<file path="src/rtl/reg_ring_pkg.sv">
// reg_ring_pkg
// Shared definitions for the register ring initiator.
//   - ring_state_e     : initiator FSM states
//   - RING_*_W         : ring bus field widths
//   - CTRL_*           : bit positions inside the 7-bit ring control word
//   - ring_pack / ring_unpack_addr / ring_unpack_data : 60-bit {addr, data} bus helpers
//   - ring_ctrl / ring_ctrl_src : control word build / source-field extract
package reg_ring_pkg;

  localparam int RING_ADDR_W = 28;
  localparam int RING_DATA_W = 32;
  localparam int RING_CTRL_W = 7;
  localparam int RING_SRC_W  = 2;
  localparam int RING_BUS_W  = RING_ADDR_W + RING_DATA_W;

  localparam int CTRL_RD_WR_L_BIT = 0;
  localparam int CTRL_SRC_LSB     = 1;
  localparam int CTRL_SRC_MSB     = 2;

  typedef enum logic [1:0] {
    ST_IDLE,
    ST_ISSUE,
    ST_WAIT,
    ST_RESP
  } ring_state_e;

  function automatic logic [RING_BUS_W-1:0] ring_pack(
    input logic [RING_ADDR_W-1:0] addr,
    input logic [RING_DATA_W-1:0] data
  );
    return {addr, data};
  endfunction

  function automatic logic [RING_ADDR_W-1:0] ring_unpack_addr(
    input logic [RING_BUS_W-1:0] bus
  );
    return bus[RING_BUS_W-1 -: RING_ADDR_W];
  endfunction

  function automatic logic [RING_DATA_W-1:0] ring_unpack_data(
    input logic [RING_BUS_W-1:0] bus
  );
    return bus[RING_DATA_W-1:0];
  endfunction

  // Upper control bits are reserved and always launched as zero.
  function automatic logic [RING_CTRL_W-1:0] ring_ctrl(
    input logic                  rd_wr_l,
    input logic [RING_SRC_W-1:0] src
  );
    logic [RING_CTRL_W-1:0] c;
    c = '0;
    c[CTRL_RD_WR_L_BIT]           = rd_wr_l;
    c[CTRL_SRC_MSB:CTRL_SRC_LSB]  = src;
    return c;
  endfunction

  function automatic logic [RING_SRC_W-1:0] ring_ctrl_src(
    input logic [RING_CTRL_W-1:0] ctrl
  );
    return ctrl[CTRL_SRC_MSB:CTRL_SRC_LSB];
  endfunction

endpackage

</file>
<file path="src/rtl/reg_ring_timeout_ctr.sv">
// reg_ring_timeout_ctr
// Wait-cycle counter for the ring initiator. Clears on 'clear', counts up
// while 'en' is high and parks at TIMEOUT_CYCLES-1, where 'tc' is high.
// Ports:
//   clk   in  clock
//   srst  in  synchronous active-high reset
//   clear in  load zero (wins over en)
//   en    in  count enable
//   tc    out count == TIMEOUT_CYCLES-1
module reg_ring_timeout_ctr #(
  parameter int TIMEOUT_CYCLES = 256
) (
  input  logic clk,
  input  logic srst,
  input  logic clear,
  input  logic en,
  output logic tc
);

  // TIMEOUT_CYCLES-1 always fits in clog2(TIMEOUT_CYCLES) bits for TIMEOUT_CYCLES >= 2.
  localparam int CTR_W = $clog2(TIMEOUT_CYCLES);
  localparam logic [CTR_W-1:0] TERMINAL = CTR_W'(TIMEOUT_CYCLES - 1);

  logic [CTR_W-1:0] count_reg;

  always_ff @(posedge clk) begin
    if (srst || clear) begin
      count_reg <= '0;
    end else if (en && (count_reg != TERMINAL)) begin
      count_reg <= count_reg + 1'b1;
    end
  end

  assign tc = (count_reg == TERMINAL);

endmodule

</file>
<file path="src/rtl/reg_ring_master.sv">
// reg_ring_master
// Initiator end of the register ring. Takes one host request at a time,
// launches it into the ring for one cycle, then waits for the return that
// carries this master's source id and hands back read data / ack / timeout.
// Optional statistics counters are built when REG_RING_MASTER_STATS_EN is
// defined; otherwise stat_stale and stat_timeout read as zero.
// Ports:
//   clk, reset                    clock, synchronous active-high reset
//   req_valid/req_ready           host request handshake
//   req_rd_wr_L, req_addr, req_wr_data   request fields (1 = read)
//   resp_valid/resp_ready         host response handshake
//   resp_rd_data, resp_ack, resp_timeout response fields
//   ring_out_*                    registered launch into the first ring node
//   ring_in_*                     return from the last ring node
//   stat_stale, stat_timeout      saturating drop / timeout counters
module reg_ring_master
  import reg_ring_pkg::*;
#(
  parameter logic [RING_SRC_W-1:0]  SRC_ID         = 2'd0,
  parameter int                     TIMEOUT_CYCLES = 256,
  parameter logic [RING_DATA_W-1:0] TIMEOUT_DATA   = 32'hDEAD_BEEF
) (
  input  logic                   clk,
  input  logic                   reset,

  input  logic                   req_valid,
  output logic                   req_ready,
  input  logic                   req_rd_wr_L,
  input  logic [RING_ADDR_W-1:0] req_addr,
  input  logic [RING_DATA_W-1:0] req_wr_data,

  output logic                   resp_valid,
  input  logic                   resp_ready,
  output logic [RING_DATA_W-1:0] resp_rd_data,
  output logic                   resp_ack,
  output logic                   resp_timeout,

  output logic [RING_BUS_W-1:0]  ring_out_wr_data_bus,
  output logic [RING_CTRL_W-1:0] ring_out_ctrl,
  output logic                   ring_out_vld,
  output logic [RING_DATA_W-1:0] ring_out_rd_data_bus,
  output logic                   ring_out_ack,

  input  logic [RING_BUS_W-1:0]  ring_in_wr_data_bus,
  input  logic [RING_CTRL_W-1:0] ring_in_ctrl,
  input  logic                   ring_in_vld,
  input  logic [RING_DATA_W-1:0] ring_in_rd_data_bus,
  input  logic                   ring_in_ack,

  output logic [15:0]            stat_stale,
  output logic [15:0]            stat_timeout
);

  ring_state_e state_reg;

  logic src_match;
  logic wait_match;
  logic wait_timeout;
  logic ctr_tc;

  // The returning address/data and reserved control bits carry nothing this
  // master needs; the request is identified by src alone.
  logic unused_ring_bits;
  assign unused_ring_bits = ^{ring_in_wr_data_bus,
                              ring_in_ctrl[RING_CTRL_W-1:CTRL_SRC_MSB+1],
                              ring_in_ctrl[CTRL_RD_WR_L_BIT]};

  assign src_match    = ring_in_vld && (ring_ctrl_src(ring_in_ctrl) == SRC_ID);
  assign wait_match   = (state_reg == ST_WAIT) && src_match;
  // A match in the terminal cycle takes priority over the timeout.
  assign wait_timeout = (state_reg == ST_WAIT) && !src_match && ctr_tc;

  reg_ring_timeout_ctr #(
    .TIMEOUT_CYCLES(TIMEOUT_CYCLES)
  ) u_timeout_ctr (
    .clk  (clk),
    .srst (reset),
    .clear(state_reg == ST_ISSUE),
    .en   (state_reg == ST_WAIT),
    .tc   (ctr_tc)
  );

  // The ring_out_* registers double as the latched request; ring_out_vld is
  // set on acceptance so it is high for exactly the ISSUE cycle.
  always_ff @(posedge clk) begin
    if (reset) begin
      state_reg            <= ST_IDLE;
      req_ready            <= 1'b1;
      resp_valid           <= 1'b0;
      resp_rd_data         <= '0;
      resp_ack             <= 1'b0;
      resp_timeout         <= 1'b0;
      ring_out_wr_data_bus <= '0;
      ring_out_ctrl        <= '0;
      ring_out_vld         <= 1'b0;
      ring_out_rd_data_bus <= '0;
      ring_out_ack         <= 1'b0;
    end else begin
      ring_out_vld <= 1'b0;
      case (state_reg)
        ST_IDLE: begin
          if (req_valid) begin
            req_ready            <= 1'b0;
            ring_out_wr_data_bus <= ring_pack(req_addr, req_wr_data);
            ring_out_ctrl        <= ring_ctrl(req_rd_wr_L, SRC_ID);
            ring_out_rd_data_bus <= '0;
            ring_out_ack         <= 1'b0;
            ring_out_vld         <= 1'b1;
            state_reg            <= ST_ISSUE;
          end
        end
        ST_ISSUE: begin
          state_reg <= ST_WAIT;
        end
        ST_WAIT: begin
          if (wait_match) begin
            resp_ack     <= ring_in_ack;
            resp_rd_data <= ring_out_ctrl[CTRL_RD_WR_L_BIT] ? ring_in_rd_data_bus : '0;
            resp_timeout <= 1'b0;
            resp_valid   <= 1'b1;
            state_reg    <= ST_RESP;
          end else if (wait_timeout) begin
            resp_ack     <= 1'b0;
            resp_rd_data <= TIMEOUT_DATA;
            resp_timeout <= 1'b1;
            resp_valid   <= 1'b1;
            state_reg    <= ST_RESP;
          end
        end
        ST_RESP: begin
          if (resp_ready) begin
            resp_valid <= 1'b0;
            req_ready  <= 1'b1;
            state_reg  <= ST_IDLE;
          end
        end
        default: begin
          state_reg <= ST_IDLE;
          req_ready <= 1'b1;
        end
      endcase
    end
  end

`ifdef REG_RING_MASTER_STATS_EN
  // Any return not consumed as the WAIT match is stale: wrong src, or
  // arriving outside WAIT (late after a timeout or after a reset).
  logic stale_event;
  assign stale_event = ring_in_vld && !wait_match;

  always_ff @(posedge clk) begin
    if (reset) begin
      stat_stale   <= '0;
      stat_timeout <= '0;
    end else begin
      if (stale_event && (stat_stale != 16'hFFFF)) begin
        stat_stale <= stat_stale + 16'd1;
      end
      if (wait_timeout && (stat_timeout != 16'hFFFF)) begin
        stat_timeout <= stat_timeout + 16'd1;
      end
    end
  end
`else
  assign stat_stale   = 16'h0;
  assign stat_timeout = 16'h0;
`endif

endmodule

</file>
<file path="config.mk">
export PLATFORM = sky130hd
export DESIGN_NAME = reg_ring_master
export DESIGN_NICKNAME = d
export VERILOG_FILES = /design/src/rtl/reg_ring_pkg.sv /design/src/rtl/reg_ring_timeout_ctr.sv /design/src/rtl/reg_ring_master.sv
export SDC_FILE = /design/constraint.sdc
export NUM_CORES = 1
export LEC_CHECK = 0
export BUFFER_PORTS_ARGS = -buffer_cell sky130_fd_sc_hd__buf_2
export CAP_MARGIN = 20
export CORE_AREA = 3 3 131 133
export CTS_CLUSTER_SIZE = 30
export DETAILED_ROUTE_END_ITERATION = 10
export DIE_AREA = 0 0 134 136
export MAX_ROUTING_LAYER = met4
export PLACE_DENSITY = 0.69
export SYNTH_ARGS = -nofsm -noshare
export SYNTH_HDL_FRONTEND = slang
export SYNTH_SLANG_ARGS = --single-unit
</file>
<file path="constraint.sdc">
create_clock -name clk -period 1.8 [get_ports clk]
set_clock_uncertainty 0.1 [all_clocks]
set_input_delay 0.36 -clock clk [delete_from_list [all_inputs] [get_ports clk]]
set_output_delay 0.36 -clock clk [all_outputs]
set_load 0.02 [all_outputs]
</file>
==> results by group, run 1 <==
GRT
  • Overflow left after global routing: 0
  • Vias in the first global route: 3,679
  • Overall fraction of global-route tracks in use: 12.6%
  • Global-route wire length before repair: 18,100 um
  • Number of antenna violations at the first check in global routing: 0
  • Pin count of the biggest net entering global routing: 56

Place
  • HPWL after detailed placement: roughly 8600 um
  • Worst setup slack after placement: roughly 0.027 ns
  • Cell Count Post-Placement: around 960
  • Count of buffers from port buffering: 198
  • RD Place Congestion: approximately 0.71
  • Placed inst area: 5680 um2

Cells and area
  • Synth-to-Final Area Change: 28.1%
  • Post-layout util: 37.5%
  • Max reg flops: 60
  • Diode insertion count for antenna repair: 0
  • Final instance area: 5970 um2
  • Filler-free cell count of the finished design: around 970
  • Net count, final: 924
  • Fraction of final layout cells sized beyond drive strength 1: 31.7%

Drt
  • Via-per-instance ratio: 4.17
  • Iter 0 DRT Violations: 161
  • Sum of routed wire length over all layers: 12,000 um
  • Antenna Violating Nets Remaining: 0
  • DRC violations left: 0
  • Post-detailed-route wirelength per cell: 12.3 um
  • Total iterations of the first detailed-routing run: 4
  • Detailed-route via count: a little over 4,000

Die
  • Die ar.: 18,200 um2
  • Standard-cell rows: 46
  • Top-Level Pins: about 340
  • Width of the chip: 134 um
  • Area of the core: ~16,000 um2
  • Effective utilization at floorplan: 29.2%
  • Die Span Y: around 140 um

Setup path
  • Destination of the worst register-to-register timing path: u_timeout_ctr.count_reg[5]
  • Slowest CP cell: sky130_fd_sc_hd__a2111oi_2
  • Critical path launch point type: flip-flop
  • Top fanout value on the critical path: 7
  • Reg-to-reg setup timing slack: 0.14 ns
  • Critical Path AT: between 1.5 and 2 ns
  • Longest individual stage delay on the worst path: 0.39 ns
  • Req. time, crit path: 1.94 ns
  • Crit Reg-Reg Startpoint: state_reg[0]
  • Crit Path Class: flip-flop to flip-flop
  • CP endpoint kind: flip-flop
  • Beginning of the critical path: state_reg[0]
  • R2r worst-path depth: 7
  • Cell breakdown of the critical path: inv_1, ha_1, buf_4, nand3_1, a2111oi_2, xnor2_1, nor2_1

Synthesis
  • Proportion of synthesized chip area in sequential cells: between 40 and 50%
  • Average cell area after synthesis: 8.23 um2
  • Dominant register cell in the synthesized netlist: sky130_fd_sc_hd__dfxtp_1
  • Count of synthesis-stage warnings from yosys: 0
  • Share of synthesized flip-flops with an asynchronous set or reset: 0%
  • Post-synthesis cell count: 566
  • FF+latch count, synth: 108
  • Post-synth EDFFs: 0
  • Cell variety after synth: 41
  • Synthesized area: 4660 um2

Clocking
  • Total CTS buffers: 9
  • Skew-Pair Late Insertion Delay: 0.35 ns
  • Total setup buffers inserted after CTS: 0
  • Root Buffer: sky130_fd_sc_hd__clkbuf_16
  • TritonCTS clock tree: yes
  • Max Root-Sink Buffers: 2
  • Clk pin slew, worst setup/hold paths: 0.08 ns
  • H-tree Lvls: 3
  • Number of sinks on the clock net: 108

Hold path
  • Hold endpoint: ring_out_wr_data_bus[12]
  • Tightest Hold Check Type: input port to flip-flop
  • Beginning of the worst hold path: req_wr_data[12]
  • Worst hold path stage count: 3

Timing
  • Final number of max-transition violations: 0
  • Worst setup margin: 0.138 ns
  • Final Critical Period: between 1.5 and 2 ns
  • Final hold violations: 0
  • Highest Clock Rate: 0.602 GHz
  • Unrepaired setup endpoints after global routing: no
  • Worst slack on hold paths: about 0.14 ns
  • Final Cycle Share: 92.4%
  • Final total negative setup slack: 0 ns
  • Setup-violating endpoint count in the final report: 0

Power
  • Largest voltage drop on the vdd net: 0.621 mV
  • Power density over cell area: 1190 nW/um2
  • Leakage power figure: 2.83 nW
  • Total power after layout: 7.13 mW

Run
  • Count of maximum capacitance violations: 0

Run status
  • Status: completed
-- power by group --
group	switching (mW)	total, mW	internal [mW]
combinational	1.51	2.30	0.793
clock	0.967	1.93	0.963
sequential	0.170	2.90	2.73
total	2.65	7.13	4.48
-- layer usage --
metal	part of all wire [%]	vias to the layer above	global-route usage, %
met2	47	160	20.1
met5	0	-	-
li1	-	2085	-
met1	43	1799	15.2
met4	1.7	0	3.94
met3	8.5	14	4.18
-- Yosys cell counts (all sizes together), types with 2 or more instances --
cell type | instances | area share (%)
ha | 5 | 1.3
dfxtp | 108 | 46
nor2 | 10 | 0.81
o21bai | 2 | 0.32
a21oi | 90 | 9.7
clkbuf | 27 | 2.2
nand2 | 149 | 12
and2 | 2 | 0.27
xnor2 | 2 | 0.38
buf | 81 | 13
o21ai | 12 | 1.4
o21a | 24 | 3.9
nand2b | 13 | 1.7
nand3 | 4 | 0.43
inv | 3 | 0.24
nand3b | 9 | 1.4
nand4 | 2 | 0.40
xor2 | 2 | 0.38
mux2i | 2 | 0.43
o211ai | 2 | 0.43
nor3 | 3 | 0.32
-- worst max path at each step --
stage | end | slack, ns
3_5_place_dp | resp_rd_data[14] | 0.03
5_1_grt | u_timeout_ctr.count_reg[5] | 0.002
4_1_cts | resp_rd_data[14] | 0.006
3_3_place_gp | resp_rd_data[29] | 0.03
2_1_floorplan | resp_valid | 0.14
6_report | u_timeout_ctr.count_reg[5] | 0.14
-- layout by cell type (no fill, tap or decap), types with 2 or more instances in the layout --
| cell type | n |
|---|---|
| sky130_fd_sc_hd__nor3_1 | 3 |
| sky130_fd_sc_hd__inv_1 | 3 |
| sky130_fd_sc_hd__nand2_1 | 148 |
| sky130_fd_sc_hd__buf_2 | 197 |
| sky130_fd_sc_hd__ha_1 | 5 |
| sky130_fd_sc_hd__xnor2_1 | 2 |
| sky130_fd_sc_hd__nand2b_1 | 13 |
| sky130_fd_sc_hd__o21ai_0 | 2 |
| sky130_fd_sc_hd__a21oi_1 | 90 |
| sky130_fd_sc_hd__dfxtp_1 | 108 |
| sky130_fd_sc_hd__nand3b_1 | 9 |
| sky130_fd_sc_hd__o21a_1 | 24 |
| sky130_fd_sc_hd__buf_4 | 11 |
| sky130_fd_sc_hd__o21ai_1 | 9 |
| sky130_fd_sc_hd__buf_12 | 6 |
| sky130_fd_sc_hd__inv_6 | 3 |
| sky130_fd_sc_hd__xor2_1 | 2 |
| sky130_fd_sc_hd__o21bai_1 | 2 |
| sky130_fd_sc_hd__mux2i_1 | 2 |
| sky130_fd_sc_hd__conb_1 | 71 |
| sky130_fd_sc_hd__nand3_1 | 4 |
| sky130_fd_sc_hd__nor2_1 | 10 |
| sky130_fd_sc_hd__clkbuf_16 | 9 |
| sky130_fd_sc_hd__clkinv_2 | 2 |
-- critical path: cells and delay by family, from the launching register on --
kind,cells,cell delay (ns)
compound gates,1,0.39
flops,1,0.33
buf+inv,2,0.22
simple gates,2,0.19
fa+ha+maj,1,0.16
xor+xnor,1,0.16
-- layout make-up --
class,instances,area [um2]
fill,1709,9970
inverter,3,11.3
timing repair buffer,214,1190
multi-input combinational,417,2050
tap,216,270
clock inverter,7,60.1
clock buffer,9,225
sequential,108,2160
-- timing repair --
item                                   CTS  global route
setup endpoints to repair                0             8
hold buffers                             0             0
gates resized for setup                  0             2
endpoints found under the hold margin    0             0
-- cell families (layout without fill, tap and decap cells) --
logic type / count (synthesis) / count (layout) / share of synthesized area [%]
AOI/OAI and AO/OA: 136 / 136 / 17.0
xor gates and xnor gates: 4 / 4 / 0.752
adders and majority gates: 5 / 5 / 1.34
buffers and inverters: 111 / 233 / 15.4
DFF: 108 / 108 / 46.4
muxes: 2 / 2 / 0.430
other: 1 / 71 / 0.0805
and+or+nand+nor: 199 / 199 / 18.6
Note: power is estimated with default switching activity, not from simulation.
==> run 2: changes to the inputs <==
- PLACE_DENSITY: 0.69 -> not set
- RECOVER_POWER: not set -> 100
==> run 2 against run 1 <==
  * Global-route usage about the same
  * Via count up 1.0%
  * Non-clock buffer count unchanged
  * Sequential power about the same
  * Final area down 1.5%
  * Largest cell class unchanged
==> results by group, run 2 (synthesized netlist as in run 1, its figures left out) <==
Clocking
  • TritonCTS clock tree: yes
  • Clk pin slew, worst setup/hold paths: 0.08 ns
  • Skew-Pair Late Insertion Delay: 0.34 ns
  • Number of hold buffers added after CTS: 0
  • Max Root-Sink Buffers: 2
  • Root Buffer: sky130_fd_sc_hd__clkbuf_16
  • Total CTS buffers: 9
  • Number of sinks on the clock net: 108
  • H-tree Lvls: 3
  • Total setup buffers inserted after CTS: 0

Drt
  • DRC violations left: 0
  • Detailed-route via count: 4,099
  • Total iterations of the first detailed-routing run: 4
  • Antenna Violating Nets Remaining: 0
  • Via-per-instance ratio: 4.21
  • Iter 0 DRT Violations: 127
  • Post-detailed-route wirelength per cell: 12.4 um
  • Sum of routed wire length over all layers: 12,100 um

Timing
  • Final Cycle Share: 95.7%
  • Final Critical Period: 1.72 ns
  • Final number of max-transition violations: 0
  • Worst setup margin: 0.0768 ns
  • Final hold violations: 0
  • Setup-violating endpoint count in the final report: 0
  • Highest Clock Rate: 0.580 GHz

Power
  • Switching fraction of total power: a little over a third
  • Net switching power of the design: 2.61 mW
  • Cell-internal power: 4.54 mW
  • Comb power frac: slightly above 30%
  • Largest voltage drop on the vdd net: around 0.53 mV
  • Leakage power figure: roughly 2.4 nW
  • Power density over cell area: between 1000 and 1500 nW/um2
  • Clock network fraction of design power: between 20% and 30%
  • Sequential power share: between 40% and 50%

Cells and area
  • Layout fillers: approximately 1,800
  • Filler-free cell count of the finished design: 974
  • Synth-to-Final Area Change: 26.2%
  • Most common cell after layout, fill and taps aside: sky130_fd_sc_hd__nand2_1
  • Net count, final: 924
  • Post-layout util: 36.9%
  • Diode insertion count for antenna repair: 0
  • Max reg flops: 60
  • Top library cells by usage in the layout, fill and taps aside: 149 x sky130_fd_sc_hd__nand2_1, 108 x sky130_fd_sc_hd__dfxtp_1, 100 x sky130_fd_sc_hd__buf_2
  • Fraction of final layout cells sized beyond drive strength 1: 18.5%

GRT
  • Global routing usage on met3: 3.03%
  • GRT Max-Usage Layer: met2
  • Global-route wire length before repair: 18,400 um
  • Overflow left after global routing: 0
  • Number of antenna violations at the first check in global routing: 0
  • Overall fraction of global-route tracks in use: 12.7%
  • Met2 track demand over resource: 20.2%
  • Met1 usage in global routing: ~16%
  • Pin count of the biggest net entering global routing: 54
  • Vias in the first global route: 3,683

Die
  • Die Span Y: 136 um
  • Effective utilization at floorplan: 29.2%
  • Top-Level Pins: 335
  • Area of the core: 15,900 um2
  • Standard-cell rows: 46
  • Width of the chip: 134 um
  • Die ar.: 18,200 um2

Setup path
  • Cell breakdown of the critical path: inv_1, ha_2, buf_12, nand3_1, or4_1, a21oi_1
  • Slowest CP cell: sky130_fd_sc_hd__or4_1
  • CP endpoint kind: flip-flop
  • Req. time, crit path: just under 2 ns
  • Top fanout value on the critical path: 7
  • Longest individual stage delay on the worst path: approximately 0.51 ns
  • Crit Path Class: flip-flop to flip-flop
  • Critical path launch point type: flip-flop
  • Critical Path AT: 1.90 ns

Place
  • Cell Count Post-Placement: 958
  • RD Place Congestion: 0.723
  • HPWL after detailed placement: 8670 um
  • Worst setup slack after placement: -0.0884 ns
  • Count of buffers from port buffering: 198

Run status
  • Status: completed

Run
  • Count of maximum capacitance violations: 0

Hold path
  • Tightest Hold Check Type: input port to flip-flop
run 2: cell count changes in the layout (fill, tap and decap cells not counted), sizes merged:
cell	change
buf	-99
inv	+1
clkinv	-1
bufinv	+1
clkinvlp	-1
clkbuf	+99
run 2: worst max-delay path, delay by kind of cell, from the launching register on:
family	cells	cell delay, ns
simple gates	2	0.66
buf+inv	2	0.20
compound gates	1	0.14
flops	1	0.34
fa+ha+maj	1	0.21
run 2: power groups by stage:
stage               logic [mW]  clock network (mW)  registers (mW)
floorplan                 1.22                   0            3.32
global placement          2.33                   0            2.93
detailed placement        2.35                   0            2.94
CTS                       2.35                2.15            2.89
global route              2.43                2.22            2.94
finish                    2.20                2.05            2.90
run 2: through the flow:
stage / hold WS (ns) / total power [mW] / TNS (ns) / cell area (um2)
after floorplan: 0.367 / 4.54 / 0 / 4920
after CTS: 0.124 / 7.39 / 0 / 6000
after global placement: 0.339 / 5.26 / -0.406 / 5700
after global routing: 0.140 / 7.59 / -0.00236 / 5880
after detailed placement: 0.344 / 5.30 / -0.646 / 5700
final: 0.144 / 7.14 / 0 / 5880
run 2: routing by layer:
layer  routed length (um)  part of all wire [%]
met1                 5280                    44
met4                  126                   1.0
met2                 5780                    48
met3                  865                   7.2
met5                    0                     0
run 2: final timing paths:
path                                 to                startpoint  slack, ns  depth (start not counted)
max          u_timeout_ctr.count_reg[7]              state_reg[0]       0.08                          6
min             ring_out_wr_data_bus[1]            req_wr_data[1]       0.14                          3
max reg2reg  u_timeout_ctr.count_reg[7]              state_reg[0]       0.08                          6
min reg2reg    ring_out_wr_data_bus[49]  ring_out_wr_data_bus[49]       0.36                          2
run 2: final cells by class:
class                      instances  area (um2)  area share [%]
clock buffer                       9         225            3.83
sequential                       108        2160            36.8
tap                              216         270            4.60
clock inverter                     7        81.3            1.38
timing repair buffer             214        1070            18.3
multi-input combinational        417        2060            35.0
inverter                           3        11.3           0.191
run 2: what timing repair did:
item | 4_1_cts | 5_1_grt
pin swaps | 0 | 0
setup endpoints to repair | 8 | 9
resized for setup | 1 | 3
cloned | 0 | 0
endpoints found under the hold margin | 0 | 0
==> run 3: changes to the inputs <==
- CORE_AREA: 3 3 131 133 -> not set
- CORE_MARGIN: not set -> 3
- CORE_UTILIZATION: not set -> 25
- DIE_AREA: 0 0 134 136 -> not set
- SKIP_CTS_REPAIR_TIMING: not set -> 1
- SKIP_LAST_GASP: not set -> 1
==> run 3 against run 2 <==
  * Non-clock buffer count unchanged
  * Register-to-register slack improved by 0.02 ns
  * Combinational power decreased by 2%
  * Global-route usage decreased by 1.0 points
  * Setup slack improved by 0.022 ns
  * Critical endpoint unchanged
  * Cell count increased by 1.3%
  * Flip-flop and latch count unchanged
  * Largest power group unchanged
==> results by group, run 3 (synthesized netlist as in run 1, its figures left out) <==
Drt
  • Iter 0 DRT Violations: approximately 140
  • Via-per-instance ratio: 4.09
  • DRC violations left: 0
  • Post-detailed-route wirelength per cell: 12.3 um
  • Sum of routed wire length over all layers: 12,100 um
  • Detailed-route via count: 4,035
  • Total iterations of the first detailed-routing run: 4
  • Antenna Violating Nets Remaining: 0

GRT
  • Overflow left after global routing: 0
  • Pin count of the biggest net entering global routing: 62
  • Met1 usage in global routing: around 14%
  • Met2 track demand over resource: between 10% and 20%
  • GRT Max-Usage Layer: met2
  • Number of antenna violations at the first check in global routing: 0
  • Overall fraction of global-route tracks in use: 11.6%
  • Global routing usage on met3: under 10%
  • Global-route wire length before repair: 18,600 um
  • Vias in the first global route: 3,725

Cells and area
  • Diode insertion count for antenna repair: 0
  • Net count, final: 924
  • Layout fillers: between 2,000 and 2,500
  • Max reg flops: 60
  • Post-layout util: around 32%
  • Filler-free cell count of the finished design: 987
  • Top library cells by usage in the layout, fill and taps aside: 148 x sky130_fd_sc_hd__nand2_1, 107 x sky130_fd_sc_hd__dfxtp_1, 99 x sky130_fd_sc_hd__buf_2
  • Fraction of final layout cells sized beyond drive strength 1: 19.1%
  • Most common cell after layout, fill and taps aside: sky130_fd_sc_hd__nand2_1
  • Synth-to-Final Area Change: 26.2%

Die
  • Die Span Y: 143 um
  • Standard-cell rows: 49
  • Effective utilization at floorplan: between 20% and 30%
  • Die ar.: between 20,000 and 25,000 um2
  • Top-Level Pins: 335
  • Width of the chip: 143 um
  • Area of the core: ~18,000 um2

Setup path
  • Critical Path AT: 1.88 ns
  • Crit Path Class: flip-flop to flip-flop
  • Cell breakdown of the critical path: inv_1, ha_1, buf_4, nand3_2, or4_1, a21oi_1
  • Crit Reg-Reg Startpoint: state_reg[0]
  • Slowest CP cell: sky130_fd_sc_hd__or4_1
  • Req. time, crit path: between 1.5 and 2 ns
  • Logic depth of the worst setup path including buffers: 6
  • Critical path launch point type: flip-flop
  • Beginning of the critical path: state_reg[0]
  • Bufs and invs on worst path: 2
  • Top fanout value on the critical path: 7
  • R2r worst-path depth: 6
  • Dominant delay contributor by cell family on the critical path: simple AND/OR/NAND/NOR gates
  • CP endpoint kind: flip-flop
  • Longest individual stage delay on the worst path: ~0.48 ns

Timing
  • Final hold violations: 0
  • Final Cycle Share: 94.5%
  • Worst setup margin: a little under 0.1 ns
  • Unrepaired setup endpoints after global routing: no
  • Final number of max-transition violations: 0
  • Final total negative setup slack: 0 ns
  • Setup-violating endpoint count in the final report: 0
  • Final Critical Period: between 1.5 and 2 ns
  • Highest Clock Rate: 0.588 GHz

Hold path
  • Tightest Hold Check Type: input port to flip-flop
  • Beginning of the worst hold path: req_wr_data[17]
  • Worst hold path stage count: 3

Clocking
  • Skew-Pair Late Insertion Delay: 0.35 ns
  • Number of sinks on the clock net: 108
  • Total CTS buffers: 9
  • Max Root-Sink Buffers: 2
  • TritonCTS clock tree: yes
  • Root Buffer: sky130_fd_sc_hd__clkbuf_16
  • H-tree Lvls: 3
  • Clk pin slew, worst setup/hold paths: 0.08 ns

Power
  • Power density over cell area: 1220 nW/um2
  • Largest voltage drop on the vdd net: ~0.43 mV
  • Leakage power figure: 2.43 nW
  • Total power after layout: ~7.2 mW

Place
  • Cell Count Post-Placement: 971
  • RD Place Congestion: 0.736
  • Count of buffers from port buffering: 198
  • HPWL after detailed placement: 8700 um
  • Worst setup slack after placement: 0.0241 ns

Run
  • Count of maximum capacitance violations: 0

Run status
  • Status: completed
run 3: worst paths after layout:
check / end / slack, ns
worst max-delay path: u_timeout_ctr.count_reg[7] / 0.1
worst min-delay path: ring_out_wr_data_bus[17] / 0.13
worst max register to register: u_timeout_ctr.count_reg[7] / 0.1
worst min register to register: ring_out_wr_data_bus[54] / 0.35
run 3: per-layer routing:
metal | vias up | share of wire (%)
li1 | 2088 | -
met1 | 1771 | 44
met2 | 163 | 47
met3 | 13 | 7.1
met4 | 0 | 1.3
met5 | - | 0
run 3: final cells by class:
class | instances | area, um2 | share of cell area, %
Timing Repair Buffer | 214 | 1040 | 17.7
Sequential cell | 108 | 2160 | 36.8
Clock buffer | 9 | 225 | 3.83
Tap cell | 229 | 287 | 4.87
Inverter | 3 | 11.3 | 0.191
Clock inverter | 7 | 87.6 | 1.49
Multi-Input combinational cell | 417 | 2070 | 35.1
run 3: worst reg2reg max path, delay by kind of cell (launching register included):
| kind | cells | cell delay, ns |
|---|---|---|
| adder cells (fa/ha/maj) | 1 | 0.19 |
| flip-flops | 1 | 0.33 |
| buffers and inverters | 2 | 0.27 |
| AO/OA/AOI/OAI | 1 | 0.14 |
| AND/OR/NAND/NOR | 2 | 0.60 |
run 3: where the power goes:
part | leakage (nW) | total [mW] | switching [mW] | internal, mW
Combinational | 1.39 | 2.16 | 1.49 | 0.672
Sequential | 0.881 | 2.91 | 0.181 | 2.73
Clock | 0.155 | 2.09 | 0.975 | 1.12
run 3: per-stage QoR:
stage,instance area [um2],hold slack (ns)
2_1_floorplan,4920,0.367
6_report,5880,0.133
5_1_grt,5880,0.124
4_1_cts,5990,0.113
3_3_place_gp,5670,0.339
3_5_place_dp,5670,0.343
